File: src/rtl/dma_slave_arbiter.sv
// Two-to-one AXI4-Lite arbiter in front of the DMA register slave.
// Write and read paths each run their own round-robin FSM with one outstanding transaction.
module dma_slave_arbiter #(
    parameter int ADDR_WIDTH = 32,
    parameter int DATA_WIDTH = 32
) (
    input  logic                      ACLK,
    input  logic                      ARESET,
    // port 0 (CPU)
    input  logic [ADDR_WIDTH-1:0]     S0_AWADDR,
    input  logic                      S0_AWVALID,
    output logic                      S0_AWREADY,
    input  logic [DATA_WIDTH-1:0]     S0_WDATA,
    input  logic [DATA_WIDTH/8-1:0]   S0_WSTRB,
    input  logic                      S0_WVALID,
    output logic                      S0_WREADY,
    output logic [1:0]                S0_BRESP,
    output logic                      S0_BVALID,
    input  logic                      S0_BREADY,
    input  logic [ADDR_WIDTH-1:0]     S0_ARADDR,
    input  logic                      S0_ARVALID,
    output logic                      S0_ARREADY,
    output logic [DATA_WIDTH-1:0]     S0_RDATA,
    output logic [1:0]                S0_RRESP,
    output logic                      S0_RVALID,
    input  logic                      S0_RREADY,
    // port 1 (debug/test)
    input  logic [ADDR_WIDTH-1:0]     S1_AWADDR,
    input  logic                      S1_AWVALID,
    output logic                      S1_AWREADY,
    input  logic [DATA_WIDTH-1:0]     S1_WDATA,
    input  logic [DATA_WIDTH/8-1:0]   S1_WSTRB,
    input  logic                      S1_WVALID,
    output logic                      S1_WREADY,
    output logic [1:0]                S1_BRESP,
    output logic                      S1_BVALID,
    input  logic                      S1_BREADY,
    input  logic [ADDR_WIDTH-1:0]     S1_ARADDR,
    input  logic                      S1_ARVALID,
    output logic                      S1_ARREADY,
    output logic [DATA_WIDTH-1:0]     S1_RDATA,
    output logic [1:0]                S1_RRESP,
    output logic                      S1_RVALID,
    input  logic                      S1_RREADY,
    // downstream DMA slave
    output logic [ADDR_WIDTH-1:0]     M_AWADDR,
    output logic                      M_AWVALID,
    input  logic                      M_AWREADY,
    output logic [DATA_WIDTH-1:0]     M_WDATA,
    output logic [DATA_WIDTH/8-1:0]   M_WSTRB,
    output logic                      M_WVALID,
    input  logic                      M_WREADY,
    input  logic [1:0]                M_BRESP,
    input  logic                      M_BVALID,
    output logic                      M_BREADY,
    output logic [ADDR_WIDTH-1:0]     M_ARADDR,
    output logic                      M_ARVALID,
    input  logic                      M_ARREADY,
    input  logic [DATA_WIDTH-1:0]     M_RDATA,
    input  logic [1:0]                M_RRESP,
    input  logic                      M_RVALID,
    output logic                      M_RREADY
);

    localparam int STRB_WIDTH = DATA_WIDTH / 8;

    typedef enum logic [1:0] {W_IDLE = 2'd0, W_XFER = 2'd1, W_RESP = 2'd2} w_state_t;
    typedef enum logic [1:0] {R_IDLE = 2'd0, R_XFER = 2'd1, R_RESP = 2'd2} r_state_t;

    w_state_t r_wstate;
    logic     r_wgnt;
    logic     r_wlast;
    logic     r_aw_done;
    logic     r_w_done;

    r_state_t r_rstate;
    logic     r_rgnt;
    logic     r_rlast;

    logic                  w_wxfer;
    logic                  w_wresp;
    logic                  w_rxfer;
    logic                  w_rresp;
    logic                  w_wwin;
    logic                  w_rwin;
    logic                  w_aw_hs;
    logic                  w_w_hs;
    logic                  w_awready_up;
    logic                  w_wready_up;
    logic                  w_arready_up;
    logic                  w_bvalid_up;
    logic                  w_rvalid_up;
    logic [1:0]            w_bresp_up;
    logic [1:0]            w_rresp_up;
    logic [DATA_WIDTH-1:0] w_rdata_up;

    assign w_wxfer = (r_wstate == W_XFER);
    assign w_wresp = (r_wstate == W_RESP);
    assign w_rxfer = (r_rstate == R_XFER);
    assign w_rresp = (r_rstate == R_RESP);

    // On a tie the port that was not served last wins.
    assign w_wwin = (S0_AWVALID & S1_AWVALID) ? ~r_wlast : S1_AWVALID;
    assign w_rwin = (S0_ARVALID & S1_ARVALID) ? ~r_rlast : S1_ARVALID;

    // Purpose: route the granted port's write request onto the downstream channel.
    always_comb begin
        M_AWADDR  = {ADDR_WIDTH{1'b0}};
        M_AWVALID = 1'b0;
        M_WDATA   = {DATA_WIDTH{1'b0}};
        M_WSTRB   = {STRB_WIDTH{1'b0}};
        M_WVALID  = 1'b0;
        M_BREADY  = 1'b0;
        if (w_wxfer) begin
            M_AWADDR  = r_wgnt ? S1_AWADDR : S0_AWADDR;
            M_AWVALID = (r_wgnt ? S1_AWVALID : S0_AWVALID) & ~r_aw_done;
            M_WDATA   = r_wgnt ? S1_WDATA : S0_WDATA;
            M_WSTRB   = r_wgnt ? S1_WSTRB : S0_WSTRB;
            M_WVALID  = (r_wgnt ? S1_WVALID : S0_WVALID) & ~r_w_done;
        end else if (w_wresp) begin
            M_BREADY  = r_wgnt ? S1_BREADY : S0_BREADY;
        end else begin
            M_BREADY  = 1'b0;
        end
    end

    assign w_aw_hs      = M_AWVALID & M_AWREADY;
    assign w_w_hs       = M_WVALID & M_WREADY;
    assign w_awready_up = w_wxfer & ~r_aw_done & M_AWREADY;
    assign w_wready_up  = w_wxfer & ~r_w_done & M_WREADY;
    assign w_bvalid_up  = w_wresp & M_BVALID;
    assign w_bresp_up   = w_wresp ? M_BRESP : 2'b00;

    assign S0_AWREADY = w_awready_up & ~r_wgnt;
    assign S1_AWREADY = w_awready_up &  r_wgnt;
    assign S0_WREADY  = w_wready_up  & ~r_wgnt;
    assign S1_WREADY  = w_wready_up  &  r_wgnt;
    assign S0_BVALID  = w_bvalid_up  & ~r_wgnt;
    assign S1_BVALID  = w_bvalid_up  &  r_wgnt;
    assign S0_BRESP   = r_wgnt ? 2'b00 : w_bresp_up;
    assign S1_BRESP   = r_wgnt ? w_bresp_up : 2'b00;

    // Purpose: write-path arbitration FSM with AW/W completion tracking.
    always_ff @(posedge ACLK or posedge ARESET) begin
        if (ARESET) begin
            r_wstate  <= W_IDLE;
            r_wgnt    <= 1'b0;
            r_wlast   <= 1'b1;
            r_aw_done <= 1'b0;
            r_w_done  <= 1'b0;
        end else begin
            case (r_wstate)
                W_IDLE: begin
                    if (S0_AWVALID | S1_AWVALID) begin
                        r_wgnt   <= w_wwin;
                        r_wstate <= W_XFER;
                    end
                end
                W_XFER: begin
                    if (w_aw_hs) r_aw_done <= 1'b1;
                    if (w_w_hs)  r_w_done  <= 1'b1;
                    if ((r_aw_done | w_aw_hs) & (r_w_done | w_w_hs)) begin
                        r_wstate <= W_RESP;
                    end
                end
                W_RESP: begin
                    if (M_BVALID & M_BREADY) begin
                        r_wlast   <= r_wgnt;
                        r_aw_done <= 1'b0;
                        r_w_done  <= 1'b0;
                        r_wstate  <= W_IDLE;
                    end
                end
                default: r_wstate <= W_IDLE;
            endcase
        end
    end

    // Purpose: route the granted port's read request onto the downstream channel.
    always_comb begin
        M_ARADDR  = {ADDR_WIDTH{1'b0}};
        M_ARVALID = 1'b0;
        M_RREADY  = 1'b0;
        if (w_rxfer) begin
            M_ARADDR  = r_rgnt ? S1_ARADDR : S0_ARADDR;
            M_ARVALID = r_rgnt ? S1_ARVALID : S0_ARVALID;
        end else if (w_rresp) begin
            M_RREADY  = r_rgnt ? S1_RREADY : S0_RREADY;
        end else begin
            M_RREADY  = 1'b0;
        end
    end

    assign w_arready_up = w_rxfer & M_ARREADY;
    assign w_rvalid_up  = w_rresp & M_RVALID;
    assign w_rresp_up   = w_rresp ? M_RRESP : 2'b00;
    assign w_rdata_up   = w_rresp ? M_RDATA : {DATA_WIDTH{1'b0}};

    assign S0_ARREADY = w_arready_up & ~r_rgnt;
    assign S1_ARREADY = w_arready_up &  r_rgnt;
    assign S0_RVALID  = w_rvalid_up  & ~r_rgnt;
    assign S1_RVALID  = w_rvalid_up  &  r_rgnt;
    assign S0_RRESP   = r_rgnt ? 2'b00 : w_rresp_up;
    assign S1_RRESP   = r_rgnt ? w_rresp_up : 2'b00;
    assign S0_RDATA   = r_rgnt ? {DATA_WIDTH{1'b0}} : w_rdata_up;
    assign S1_RDATA   = r_rgnt ? w_rdata_up : {DATA_WIDTH{1'b0}};

    // Purpose: read-path arbitration FSM.
    always_ff @(posedge ACLK or posedge ARESET) begin
        if (ARESET) begin
            r_rstate <= R_IDLE;
            r_rgnt   <= 1'b0;
            r_rlast  <= 1'b1;
        end else begin
            case (r_rstate)
                R_IDLE: begin
                    if (S0_ARVALID | S1_ARVALID) begin
                        r_rgnt   <= w_rwin;
                        r_rstate <= R_XFER;
                    end
                end
                R_XFER: begin
                    if (M_ARVALID & M_ARREADY) r_rstate <= R_RESP;
                end
                R_RESP: begin
                    if (M_RVALID & M_RREADY) begin
                        r_rlast  <= r_rgnt;
                        r_rstate <= R_IDLE;
                    end
                end
                default: r_rstate <= R_IDLE;
            endcase
        end
    end

endmodule

File: config.mk
export PLATFORM = sky130hd
export DESIGN_NAME = dma_slave_arbiter
export DESIGN_NICKNAME = d
export VERILOG_FILES = /design/src/rtl/dma_slave_arbiter.sv
export SDC_FILE = /design/constraint.sdc
export NUM_CORES = 1
export LEC_CHECK = 0
export ABC_AREA = 1
export CAP_MARGIN = 20
export CELL_PAD_IN_SITES_DETAIL_PLACEMENT = 0
export CELL_PAD_IN_SITES_GLOBAL_PLACEMENT = 1
export CORE_AREA = 2 2 172 174
export DETAILED_ROUTE_END_ITERATION = 16
export DIE_AREA = 0 0 174 176
export PLACE_DENSITY_LB_ADDON = 0.12
export SLEW_MARGIN = 20
export SYNTH_ARGS = -nofsm -noshare
export SYNTH_HDL_FRONTEND = slang
export SYNTH_SLANG_ARGS = --single-unit
export TNS_END_PERCENT = 50
File: constraint.sdc
create_clock -name ACLK -period 1.2 [get_ports ACLK]
set_input_delay 0.24 -clock ACLK [delete_from_list [all_inputs] [get_ports ACLK]]
set_output_delay 0.24 -clock ACLK [all_outputs]
set_load 0.005 [all_outputs]
# Word level (Yosys, flattened, before mapping)
# Cells that the tools add are included.
# Widths: inputs -> output; s select.
# word_totals
ff_bits	10
output_inout_bits	187
elab_cells	112
# classes
n_eq_ne	12
muxes	44
bitwise	37
n_reduce_logical	11
# ops
operator	n
$mux 32	9
$and 1x1->1	27
$mux 2	12
$mux 1	17
$ne 2x1->1 const B	6
$pmux 2 s3	2
$reduce_and 3->1	4
$mux 4	2
$reduce_and 2->1	4
$not 1->1	6
$eq 2x1->1 const B	2
$eq 2x2->1 const B	2
$logic_not 2->1	2
$ne 2x2->1 const B	2
$or 1x1->1	4
$pmux 1 s2	2
$reduce_bool 2->1	1

# Depth between registers and ports, before layout
# logic_depth
word_depth	8
ltp_mapped	8

# Worst setup path after synthesis
# Ideal clock, no wire load.
# synth_path
kind	register to output
from	register r_rgnt
to	output S0_RDATA[22]
arrival_time_ns	1.033
t_required_ns	0.960
setup_slack_ns	-0.073
stages_incl_launch_ff	5
path_cell_list	dfrtp_1 > buf_4 > buf_2 > buf_2 > nor3_1
# synth_between
elab_chain_len	1
# synth_rtl
element	line	rtl
start, declared	77	logic r_rgnt;
start signal, assigned	218	r_rgnt <= w_rwin;
$mux 32	205	assign S0_RDATA = r_rgnt ? {DATA_WIDTH{1'b0}} : w_rdata_up;
end, declared	23	output logic [DATA_WIDTH-1:0] S0_RDATA,
# Every way passes these cells.

# Final worst setup path
# layout_path
from	register r_rgnt
to	output S1_RDATA[29]
# layout_between
elab_chain_len	1
# layout_rtl
element	line	rtl
$mux 32	206	assign S1_RDATA = r_rgnt ? w_rdata_up : {DATA_WIDTH{1'b0}};
end, declared	41	output logic [DATA_WIDTH-1:0] S1_RDATA,
# Every way passes these cells.

==> insert_results.sql <==
INSERT INTO impl_metrics (metric_group, metric, value, unit) VALUES
('status', 'result_of_the_run', 'complete, but fails checks', ''),
('status', 'violations', 'setup timing', ''),
('global_route', 'initial_antenna_violation_count', '4', ''),
('logic_synthesis', 'avg_synthesized_cell_area', '4.75', 'um2'),
('sta', 'worst_slack', '-0.504', 'ns'),
('power_and_ir_drop', 'total_leakage_power', '0.00425', 'uW'),
('logic_synthesis', 'ys_seq_elements', '10', ''),
('routing', 'viasPerCell', '3.85', ''),
('worst_setup_path', 'worstPathCellList', 'inv_4, buf_8, bufbuf_16, nor3_2, buf_2', ''),
('logic_synthesis', 'netlist_area', '2660', 'um2'),
('worst_setup_path', 'critPathCaptureType', 'primary output', ''),
('logic_synthesis', 'muxShareOfSynthArea', '0', '%'),
('global_route', 'globalRoute.totalOverflow', '0', ''),
('logic_synthesis', 'area_share_of_and_or_nand_nor_cells_after_synthesis', '52.7', '%'),
('layout', 'most-common-layout-cells', '252 x sky130_fd_sc_hd__clkdlybuf4s50_1, 166 x sky130_fd_sc_hd__nand2_1, 143 x sky130_fd_sc_hd__buf_2', ''),
('floorplanning', 'die_h', '176', 'um'),
('sta', 'max_frequency', '587', 'MHz'),
('routing', 'remaining_drc_errors', '0', ''),
('floorplanning', 'num_rows', '62', ''),
('floorplanning', 'design.die.area', '30600', 'um2'),
('global_route', 'grt_pass1_vias', '5814', ''),
('layout', 'post_route_cells_drive_above_1_share', '50.6', '%'),
('worst_setup_path', 'crit_required', '0.96', 'ns'),
('place', 'pre_cts_ws', '-0.657', 'ns'),
('sta', 'whs', '0.293', 'ns'),
('clocking', 'tritoncts', 'yes', ''),
('routing', 'detail_route.first_pass.iterations', '4', ''),
('place', 'dp.final_hpwl', '19.0', 'mm'),
('hold_path', 'holdCritPathClass', 'input pin to asynchronous set/reset pin', ''),
('layout', 'layout.cells.most_common', 'sky130_fd_sc_hd__clkdlybuf4s50_1', ''),
('layout', 'final_cell_area', '9320', 'um2'),
('worst_setup_path', 'critPathKind', 'flop to primary output', ''),
('floorplanning', 'core_area', '28500', 'um2'),
('clocking', 'clock_path_buffers', '2', ''),
('global_route', 'grt_first_pass_wirelength', '35.2', 'mm'),
('power_and_ir_drop', 'power-per-cell-area', '1890', 'nW/um2'),
('routing', 'ant_nets', '0', ''),
('logic_synthesis', 'synthDistinctLibCells', '23', ''),
('routing', 'post_drt_wl_per_cell', '16.9', 'um'),
('worst_setup_path', 'crit_path_start_kind', 'flop', ''),
('layout', 'design.final.nets', '1330', ''),
('sta', 'min_period_over_period', '142', '%'),
('clocking', 'ctsHtreeMaxLevel', '1', ''),
('job', 'drv.max_cap_violation_count', '0', ''),
('sta', 'rsz_0062_raised_after_global_routing', 'true', ''),
('global_route', 'grt_max_degree', '30', ''),
('sta', 'finalClockSkew', '0.000756', 'ns'),
('sta', 'finalSetupViolations', '195', ''),
('clocking', 'cts_root_buffer', 'sky130_fd_sc_hd__clkbuf_16', ''),
('sta', 'slew_at_the_pin_with_the_worst_max_slew_slack', '0.217', 'ns'),
('sta', 'max-slew-margin-rel', '85.5', '%'),
('logic_synthesis', 'number_of_enable_flip_flop_cells_after_synthesis', '0', ''),
('worst_setup_path', 'cp_max_fo', '10', ''),
('sta', 'hold_viol', '0', ''),
('logic_synthesis', 'postSynth.asyncResetShare', '100', '%'),
('clocking', 'clkTransAtPathRegs', '0.04', 'ns'),
('clocking', 'cts_bufs_inserted', '3', ''),
('logic_synthesis', 'synth_nets', '814', ''),
('place', 'globalplace.congestion', '0.761', ''),
('logic_synthesis', 'yosys.area_share.adder', '0', '%'),
('worst_setup_path', 'critical-path-slowest-cell', 'sky130_fd_sc_hd__dfrtp_2', ''),
('logic_synthesis', 'compound_gate_fraction_of_synth_area', '21.2', '%'),
('logic_synthesis', 'synth.yosys.seq_area_share', '9.49', '%'),
('power_and_ir_drop', 'vdd_drop_max', '773', 'uV'),
('logic_synthesis', 'synth.yosys.warnings', '0', ''),
('worst_setup_path', 'slowest_delay', '0.41', 'ns'),
('floorplanning', 'fp.dieW', '174', 'um'),
('place', 'numPortBuffers', '439', ''),
('worst_setup_path', 'critical-path-top-delay-family', 'buffers and inverters', ''),
('worst_setup_path', 'timing.critical_path.arrival', '1.46', 'ns'),
('routing', 'route.vias.total', '5637', '');
cells by family after synthesis:
group / Yosys count
buf+inv: 101
compound gates: 111
simple gates: 339
flops: 10
synth_stat cells (3+ instances only):
library cell               instances  share of area [%]
sky130_fd_sc_hd__nand2_1         239                 34
sky130_fd_sc_hd__buf_2            11                2.1
sky130_fd_sc_hd__clkbuf_1         24                3.4
sky130_fd_sc_hd__nor3_2            3                1.1
sky130_fd_sc_hd__inv_1            48                6.8
sky130_fd_sc_hd__a21oi_1         102                 19
sky130_fd_sc_hd__nor2_1           13                1.8
sky130_fd_sc_hd__o21ai_0           4               0.75
sky130_fd_sc_hd__inv_2             5               0.70
sky130_fd_sc_hd__dfrtp_1           8                7.5
sky130_fd_sc_hd__buf_4             9                2.5
sky130_fd_sc_hd__nor3_1           76                 14
state kept, by name, indices dropped and copies added, names as in the netlist:
| register | count |
|---|---|
| r_aw_done | 1 |
| r_rgnt | 1 |
| r_rlast | 1 |
| r_rstate | 2 |
| r_w_done | 1 |
| r_wgnt | 1 |
| r_wlast | 1 |
| r_wstate | 2 |
routing by layer:
metal	routed length, um	track usage, %	part of all wire (%)	up-vias
met1	8650	14.7	35	2549
met3	1980	4.41	8.0	17
met5	0	0	0	-
met2	13800	29.7	56	241
met4	369	4.06	1.5	0
li1	-	-	-	2830
per-stage QoR:
stage,instances,utilization (%)
floorplan,561,-
global placement,1401,28.7
detailed placement,1401,28.7
CTS,1451,31.0
global route,1463,32.6
finish,1465,32.6
worst min-delay path: cells and delay by family:
family                 cells  cell delay, ns
buffers and inverters      3            0.63
report_power, final:
group	switching (uW)	leakage [uW]	internal, uW
sequential	207	0.000114	532
clock	154	0.0000442	501
combinational	7950	0.00410	8280
total	8310	0.00425	9320
final timing paths:
kind	to	from	slack [ns]	cells after the start
worst max register to register	r_wstate[1]	r_wgnt	-0.41	11
worst min-delay path	r_aw_done	ARESET	0.29	3
worst min register to register	r_rlast	r_rlast	0.48	2
min in group ACLK	r_rlast	r_rlast	0.48	2
worst max-delay path	S1_RDATA[29]	r_rgnt	-0.50	5
max in group asynchronous	r_rlast	ARESET	0.68	3
cell type report:
type,count,area [um2]
fill,3166,19200
timing repair buffer,558,5290
multi-input combinational,451,2970
tap,384,480
sequential,10,256
inverter,53,221
clock buffer,4,88.8
antenna,5,12.5
repair_timing:
action	4_1_cts	5_1_grt
setup endpoints to repair	195	196
cloned	14	5
endpoints found under the hold margin	0	0
resized for setup	751	230
buffers inserted	33	9
pin swaps	18	42
(Power assumes the default switching activity.)
